===== src/rtl/vga_game_pkg.sv =====
// Shared constants, state/direction types and the per-axis bounce step used by
// the block game logic.
package vga_game_pkg;

    localparam int unsigned H_ACTIVE       = 800;
    localparam int unsigned V_ACTIVE       = 600;
    localparam logic [7:0]  DEF_BLK_COLOUR = 8'hFF;
    localparam logic [7:0]  DEF_BG_COLOUR  = 8'h00;
    localparam int unsigned SPD_W          = 4;

    typedef enum logic {
        ST_RUN   = 1'b0,
        ST_PAUSE = 1'b1
    } state_e;

    typedef enum logic {
        DIR_INC = 1'b0,
        DIR_DEC = 1'b1
    } dir_e;

    typedef struct packed {
        logic [9:0] pos;
        dir_e       dir;
    } axis_t;

    // One bounce step on a single axis; limit is the largest legal position.
    function automatic axis_t axis_move(
        input logic [9:0]       pos,
        input dir_e             dir,
        input logic [SPD_W-1:0] speed,
        input logic [10:0]      limit
    );
        axis_t       res;
        logic [10:0] pos_w;
        logic [10:0] spd_w;
        logic [10:0] sum_w;
        pos_w   = {1'b0, pos};
        spd_w   = {{(11-SPD_W){1'b0}}, speed};
        sum_w   = pos_w + spd_w;
        res.pos = pos;
        res.dir = dir;
        case (dir)
            DIR_INC: begin
                if (sum_w >= limit) begin
                    res.pos = limit[9:0];
                    res.dir = DIR_DEC;
                end else begin
                    res.pos = sum_w[9:0];
                    res.dir = DIR_INC;
                end
            end
            DIR_DEC: begin
                if (pos_w <= spd_w) begin
                    res.pos = 10'd0;
                    res.dir = DIR_INC;
                end else begin
                    res.pos = pos - spd_w[9:0];
                    res.dir = DIR_DEC;
                end
            end
            default: begin
                res.pos = pos;
                res.dir = DIR_INC;
            end
        endcase
        return res;
    endfunction

endpackage


===== src/rtl/block_pixel_render.sv =====
// Registered pixel colour: block colour inside the block rectangle, background
// elsewhere in the active area, black during blanking.
module block_pixel_render #(
    parameter int unsigned H_ACTIVE   = vga_game_pkg::H_ACTIVE,
    parameter int unsigned V_ACTIVE   = vga_game_pkg::V_ACTIVE,
    parameter int unsigned BLK_W      = 40,
    parameter int unsigned BLK_H      = 40,
    parameter logic [7:0]  BLK_COLOUR = vga_game_pkg::DEF_BLK_COLOUR,
    parameter logic [7:0]  BG_COLOUR  = vga_game_pkg::DEF_BG_COLOUR
) (
    input  logic       clk,
    input  logic       rst,
    input  logic [9:0] blk_x_i,
    input  logic [9:0] blk_y_i,
    input  logic [9:0] pix_x_i,
    input  logic [9:0] pix_y_i,
    output logic [7:0] vga_data_o
);

    logic       x_in_s;
    logic       y_in_s;
    logic       active_s;
    logic [7:0] colour_d;
    logic [7:0] colour_q;

    // Compare at 11 bits so blk + size cannot wrap.
    assign x_in_s   = ({1'b0, pix_x_i} >= {1'b0, blk_x_i}) &&
                      ({1'b0, pix_x_i} <  ({1'b0, blk_x_i} + 11'(BLK_W)));
    assign y_in_s   = ({1'b0, pix_y_i} >= {1'b0, blk_y_i}) &&
                      ({1'b0, pix_y_i} <  ({1'b0, blk_y_i} + 11'(BLK_H)));
    assign active_s = ({1'b0, pix_x_i} < 11'(H_ACTIVE)) &&
                      ({1'b0, pix_y_i} < 11'(V_ACTIVE));

    // Colour select for the current pixel.
    always_comb begin
        colour_d = 8'h00;
        if (x_in_s && y_in_s) begin
            colour_d = BLK_COLOUR;
        end else if (active_s) begin
            colour_d = BG_COLOUR;
        end else begin
            colour_d = 8'h00;
        end
    end

    // Output register giving the one-pixel latency.
    always_ff @(posedge clk) begin
        if (rst) begin
            colour_q <= 8'h00;
        end else begin
            colour_q <= colour_d;
        end
    end

    assign vga_data_o = colour_q;

endmodule


===== src/rtl/block_bounce_ctrl.sv =====
// Bouncing-block game logic: frame tick detection, run/pause FSM, speed
// selection, per-frame position update and pixel rendering.
module block_bounce_ctrl #(
    parameter int unsigned H_ACTIVE   = vga_game_pkg::H_ACTIVE,
    parameter int unsigned V_ACTIVE   = vga_game_pkg::V_ACTIVE,
    parameter int unsigned BLK_W      = 40,
    parameter int unsigned BLK_H      = 40,
    parameter int unsigned X0         = 380,
    parameter int unsigned Y0         = 280,
    parameter int unsigned MAX_SPEED  = 7,
    parameter logic [7:0]  BLK_COLOUR = vga_game_pkg::DEF_BLK_COLOUR,
    parameter logic [7:0]  BG_COLOUR  = vga_game_pkg::DEF_BG_COLOUR
) (
    input  logic       clk,
    input  logic       rst,
    input  logic       key_flag1,
    input  logic       key_flag2,
    input  logic [9:0] vga_xide,
    input  logic [9:0] vga_yide,
    output logic [7:0] vga_data,
    output logic [9:0] blk_x,
    output logic [9:0] blk_y,
    output logic       paused
);

    import vga_game_pkg::*;

    localparam logic [10:0]      X_LIMIT     = 11'(H_ACTIVE - BLK_W);
    localparam logic [10:0]      Y_LIMIT     = 11'(V_ACTIVE - BLK_H);
    localparam logic [9:0]       Y_LAST_ROW  = 10'(V_ACTIVE - 1);
    localparam logic [9:0]       Y_BLANK_ROW = 10'(V_ACTIVE);
    localparam logic [SPD_W-1:0] SPD_MAX     = SPD_W'(MAX_SPEED);
    localparam logic [SPD_W-1:0] SPD_ONE     = SPD_W'(1);

    logic [9:0]       y_prev_q;
    logic             tick_s;
    state_e           state_q;
    state_e           state_d;
    logic [SPD_W-1:0] speed_q;
    logic [SPD_W-1:0] speed_d;
    logic [9:0]       blk_x_q;
    logic [9:0]       blk_x_d;
    logic [9:0]       blk_y_q;
    logic [9:0]       blk_y_d;
    dir_e             dir_x_q;
    dir_e             dir_x_d;
    dir_e             dir_y_q;
    dir_e             dir_y_d;
    axis_t            move_x_s;
    axis_t            move_y_s;

    // One tick per frame: last active line to first blanking line.
    assign tick_s = (y_prev_q == Y_LAST_ROW) && (vga_yide == Y_BLANK_ROW);

    // Run/pause next-state logic.
    always_comb begin
        state_d = state_q;
        case (state_q)
            ST_RUN: begin
                if (key_flag2) state_d = ST_PAUSE;
                else           state_d = ST_RUN;
            end
            ST_PAUSE: begin
                if (key_flag2) state_d = ST_RUN;
                else           state_d = ST_PAUSE;
            end
            default: state_d = ST_RUN;
        endcase
    end

    // Speed steps 1..MAX_SPEED and wraps back to 1.
    always_comb begin
        speed_d = speed_q;
        if (key_flag1) begin
            if (speed_q >= SPD_MAX) speed_d = SPD_ONE;
            else                    speed_d = speed_q + SPD_ONE;
        end else begin
            speed_d = speed_q;
        end
    end

    // Position update: the move uses the speed in effect before any key this cycle.
    always_comb begin
        move_x_s = axis_move(blk_x_q, dir_x_q, speed_q, X_LIMIT);
        move_y_s = axis_move(blk_y_q, dir_y_q, speed_q, Y_LIMIT);
        blk_x_d  = blk_x_q;
        blk_y_d  = blk_y_q;
        dir_x_d  = dir_x_q;
        dir_y_d  = dir_y_q;
        if (tick_s && (state_q == ST_RUN)) begin
            blk_x_d = move_x_s.pos;
            dir_x_d = move_x_s.dir;
            blk_y_d = move_y_s.pos;
            dir_y_d = move_y_s.dir;
        end else begin
            blk_x_d = blk_x_q;
            blk_y_d = blk_y_q;
            dir_x_d = dir_x_q;
            dir_y_d = dir_y_q;
        end
    end

    // State registers.
    always_ff @(posedge clk) begin
        if (rst) begin
            y_prev_q <= 10'd0;
            state_q  <= ST_RUN;
            speed_q  <= SPD_ONE;
            blk_x_q  <= 10'(X0);
            blk_y_q  <= 10'(Y0);
            dir_x_q  <= DIR_INC;
            dir_y_q  <= DIR_INC;
        end else begin
            y_prev_q <= vga_yide;
            state_q  <= state_d;
            speed_q  <= speed_d;
            blk_x_q  <= blk_x_d;
            blk_y_q  <= blk_y_d;
            dir_x_q  <= dir_x_d;
            dir_y_q  <= dir_y_d;
        end
    end

    assign blk_x  = blk_x_q;
    assign blk_y  = blk_y_q;
    assign paused = (state_q == ST_PAUSE);

    block_pixel_render #(
        .H_ACTIVE   (H_ACTIVE),
        .V_ACTIVE   (V_ACTIVE),
        .BLK_W      (BLK_W),
        .BLK_H      (BLK_H),
        .BLK_COLOUR (BLK_COLOUR),
        .BG_COLOUR  (BG_COLOUR)
    ) u_render (
        .clk        (clk),
        .rst        (rst),
        .blk_x_i    (blk_x_q),
        .blk_y_i    (blk_y_q),
        .pix_x_i    (vga_xide),
        .pix_y_i    (vga_yide),
        .vga_data_o (vga_data)
    );

endmodule


===== config.mk =====
export PLATFORM = sky130hd
export DESIGN_NAME = block_bounce_ctrl
export DESIGN_NICKNAME = d
export VERILOG_FILES = /design/src/rtl/vga_game_pkg.sv /design/src/rtl/block_pixel_render.sv /design/src/rtl/block_bounce_ctrl.sv
export SDC_FILE = /design/constraint.sdc
export NUM_CORES = 1
export LEC_CHECK = 0
export BUFFER_PORTS_ARGS = -buffer_cell sky130_fd_sc_hd__buf_2
export CAP_MARGIN = 20
export CORE_MARGIN = 2
export CORE_UTILIZATION = 55
export DETAILED_ROUTE_END_ITERATION = 7
export HOLD_SLACK_MARGIN = 0.03
export PLACE_DENSITY = 0.74
export SYNTH_ARGS = -nofsm -noshare
export SYNTH_HDL_FRONTEND = slang
export SYNTH_SLANG_ARGS = --single-unit

===== constraint.sdc =====
create_clock -name clk -period 3.1 [get_ports clk]
set_input_delay 0.465 -clock clk [delete_from_list [all_inputs] [get_ports clk]]
set_output_delay 0.465 -clock clk [all_outputs]
set_load 0.01 [all_outputs]

==> flow_metrics.py <==
metrics = {
    "status": {
        "status": "finished, final reports clean",
    },
    "clocking": {
        "h-tree-depth": 2,
        "cts_sinks": 38,
        "cts_tree": "yes",
        "clk_latency_ns": 0.29,
        "clockRootBuffer": "clkbuf_8",
        "cts_made_buffers": 5,
        "clk_path_buf_depth": 2,
        "clk_pin_slew_ns": 0.08,
    },
    "power_and_ir_drop": {
        "switchingPower_uw": 347.6,
        "p_seq_share_pct": 45.7,
        "vdd_ir_drop_max_mv": 0.2284,
        "clockPowerShare_pct": 32.8,
        "power_frac_comb_pct": 21.5,
        "power_density_mw_per_mm2": 268.4,
        "p_int_uw": 791.6,
        "p_leak_nw": 1.760,
        "switching_share_pct": 30.51,
        "power_mw": 1.139,
    },
    "timing": {
        "tightest_slew_ns": 0.6676,
        "rsz0062_at_grt": "no",
        "finalCritPeriodShare_pct": 91.69,
        "drv_slew": 0,
        "skew_ns": 0.003653,
        "hold_viol_final": 0,
        "setup_viol": 0,
        "max_freq_mhz": 351.8,
        "setup_tns_ns": 0,
        "min_period_ns": 2.842,
        "fin_ws_ns": 0.2576,
        "relSlewSlack_pct": 55.49,
    },
    "die": {
        "coreArea_sq_mm": 0.006794,
        "core.rowCount": 30,
        "die-area_sq_mm": 0.007728,
        "die_h_um": 87.91,
        "die_x_um": 87.91,
        "initial_core_util_pct": 57.00,
        "ioPinCount": 53,
    },
    "synthesis": {
        "ys.flop_type": "dfxtp_1",
        "yosysMostFrequentCell": "ha_1",
        "synth_edf_count": 0,
        "avgSynthCellArea_sq_um": 7.745,
        "synth-seq-area-share_pct": 19.64,
        "synthesis.instances": 500,
        "ys_warn_count": 0,
        "ys_top_cells_by_count": "ha_1 (53), inv_1 (42), a21oi_1 (41)",
        "async_flop_share_pct": 0,
        "synth_largest_area_cell": "dfxtp_1",
        "synth-seq-cells": 38,
        "syn_area_sq_mm": 0.003872,
        "synthTopCellsByArea": "dfxtp_1 (20%), ha_1 (17%), xnor2_1 (5.4%), a21oi_1 (5.3%), o21ai_0 (4.3%)",
        "syn_nets": 581,
        "yosys.area.top_type_share_pct": 19.64,
        "synthDistinctLibCells": 66,
    },
    "routing": {
        "dr.pass1.iters": 5,
        "vias_per_cell": 6.055,
        "totalWireLength_mm": 10.25,
        "route.detailed.drc": 0,
        "wl_per_cell_um": 16.24,
        "ant_nets": 0,
        "vias": 3821,
        "dr.first_iter.drc_count": 441,
    },
    "grt": {
        "grt_pass1_vias": 3474,
        "grt-ovfl-total": 0,
        "grt_max_degree": 35,
        "antenna_found_initial": 0,
        "grt_pass1_wl_mm": 16.61,
        "grtUsageTotal_pct": 27.11,
    },
    "finish": {
        "num_antenna_cells": 0,
        "fillers": 634,
        "syn_to_final_growth_pct": 9.596,
        "nets": 615,
        "layout-drive-gt1-share_pct": 14.95,
        "layout.cells.non_filler": 631,
    },
    "placement": {
        "gp_congestion": 0.9517,
        "port-buffer-count": 52,
        "pre_cts_slack_ns": 0.2820,
        "dp_cells": 623,
        "dp_hpwl_mm": 7.729,
    },
    "run": {
        "cap_violations": 0,
    },
    "setup_path": {
        "arrival_ns": 3.03,
        "criticalPathCategory": "reg -> reg",
        "crit_required_ns": 3.29,
        "critPathMaxFanout": 7,
        "start_kind": "flop",
        "cp-end-kind": "flop",
    },
    "worst_hold_path": {
        "worst_hold_path_type": "in -> reg",
    },
}
[stage by stage]
step	area, sq um	util, %	hold WS, ns
final	4244	62.47	0.4108
after detailed placement	4141	60.96	0.5356
after floorplan	3872	-	0.5196
after global routing	4244	62.47	0.4264
after global placement	4141	60.96	0.5292
after CTS	4237	62.36	0.4060
[path summary, 6_finish.rpt]
| check | start | to | slack [ns] | depth (start not counted) |
|---|---|---|---|---|
| max | speed_q[1] | blk_y[6] | 0.26 | 9 |
| min | key_flag2 | paused | 0.41 | 3 |
| max reg2reg | speed_q[1] | blk_y[6] | 0.26 | 9 |
| min reg2reg | paused | paused | 0.56 | 2 |
[registers in the layout (all words and copies together) (netlist names)]
signal / cells
blk_x: 10
blk_y: 10
dir_x_q: 1
dir_y_q: 1
paused: 1
speed_q: 4
u_render.vga_data_o: 1
y_prev_q: 10
[final cells by class]
class                      count  area [sq um]  area share, %
clock buffer                   6         82.58          1.946
clock inverter                 2         12.51         0.2948
inverter                      43         161.4          3.803
multi-input combinational    388          2801          66.01
sequential                    38         760.7          17.92
tap                           96         120.1          2.830
timing repair buffer          58         305.3          7.193
[per-layer routing]
layer	track usage [%]	vias up	part of all wire, %
met5	0	-	0
li1	-	1869	-
met4	6.853	0	1.8
met2	41.60	197	44
met3	3.864	22	8.5
met1	39.85	1733	46
[power groups by stage]
| stage | logic (mW) | registers, mW | clock network [mW] |
|---|---|---|---|
| 2_1_floorplan | 0.176 | 0.528 | 0 |
| 3_3_place_gp | 0.236 | 0.532 | 0 |
| 3_5_place_dp | 0.244 | 0.533 | 0 |
| 4_1_cts | 0.245 | 0.521 | 0.384 |
| 5_1_grt | 0.279 | 0.524 | 0.411 |
| 6_report | 0.245 | 0.521 | 0.373 |
[worst max-delay path, cell delays in order, from the launching register on]
cell	delay, ns
dfxtp_1	0.50
inv_1	0.20
ha_1	0.35
nand2b_1	0.20
a221oi_2	0.37
o2111ai_1	0.17
xnor2_1	0.28
o21ai_1	0.18
a31o_2	0.28
a31o_1	0.21
[repair_timing]
action | 4_1_cts | 5_1_grt
resized for setup | 0 | 1
hold buffers | 0 | 0
setup buffers | 0 | 0
setup endpoints to repair | 0 | 1
[cells by family after synthesis]
family	synth area share (%)
AO/OA/AOI/OAI	25.49
XOR/XNOR	6.559
adder cells (fa/ha/maj)	19.19
buffers and inverters	8.336
flip-flops	19.64
multiplexers	0.7755
AND/OR/NAND/NOR	20.00
[layout by cell type, fill, tap and decap left out, types with 4 or more instances in the layout]
master | Yosys | layout
ha_1 | 53 | 53
buf_2 | 6 | 52
inv_1 | 42 | 42
a21oi_1 | 41 | 41
dfxtp_1 | 38 | 38
nor2_1 | 36 | 36
o21ai_0 | 33 | 33
nand2_1 | 25 | 25
xnor2_1 | 24 | 24
nand3_1 | 22 | 22
nor2b_1 | 15 | 15
nor3_1 | 13 | 12
o211ai_1 | 9 | 9
nand2b_1 | 8 | 8
a21o_1 | 8 | 8
a31oi_1 | 7 | 7
nor4_1 | 6 | 6
clkbuf_8 | 0 | 6
buf_4 | 8 | 6
o22ai_1 | 5 | 5
xor2_1 | 5 | 5
a211oi_1 | 4 | 4
a211o_1 | 4 | 4
o31ai_1 | 4 | 4
o31a_1 | 4 | 4
o2111ai_1 | 4 | 4
or3_1 | 4 | 4
fa_1 | 4 | 4
No activity file was read; power rests on OpenSTA's default activity.
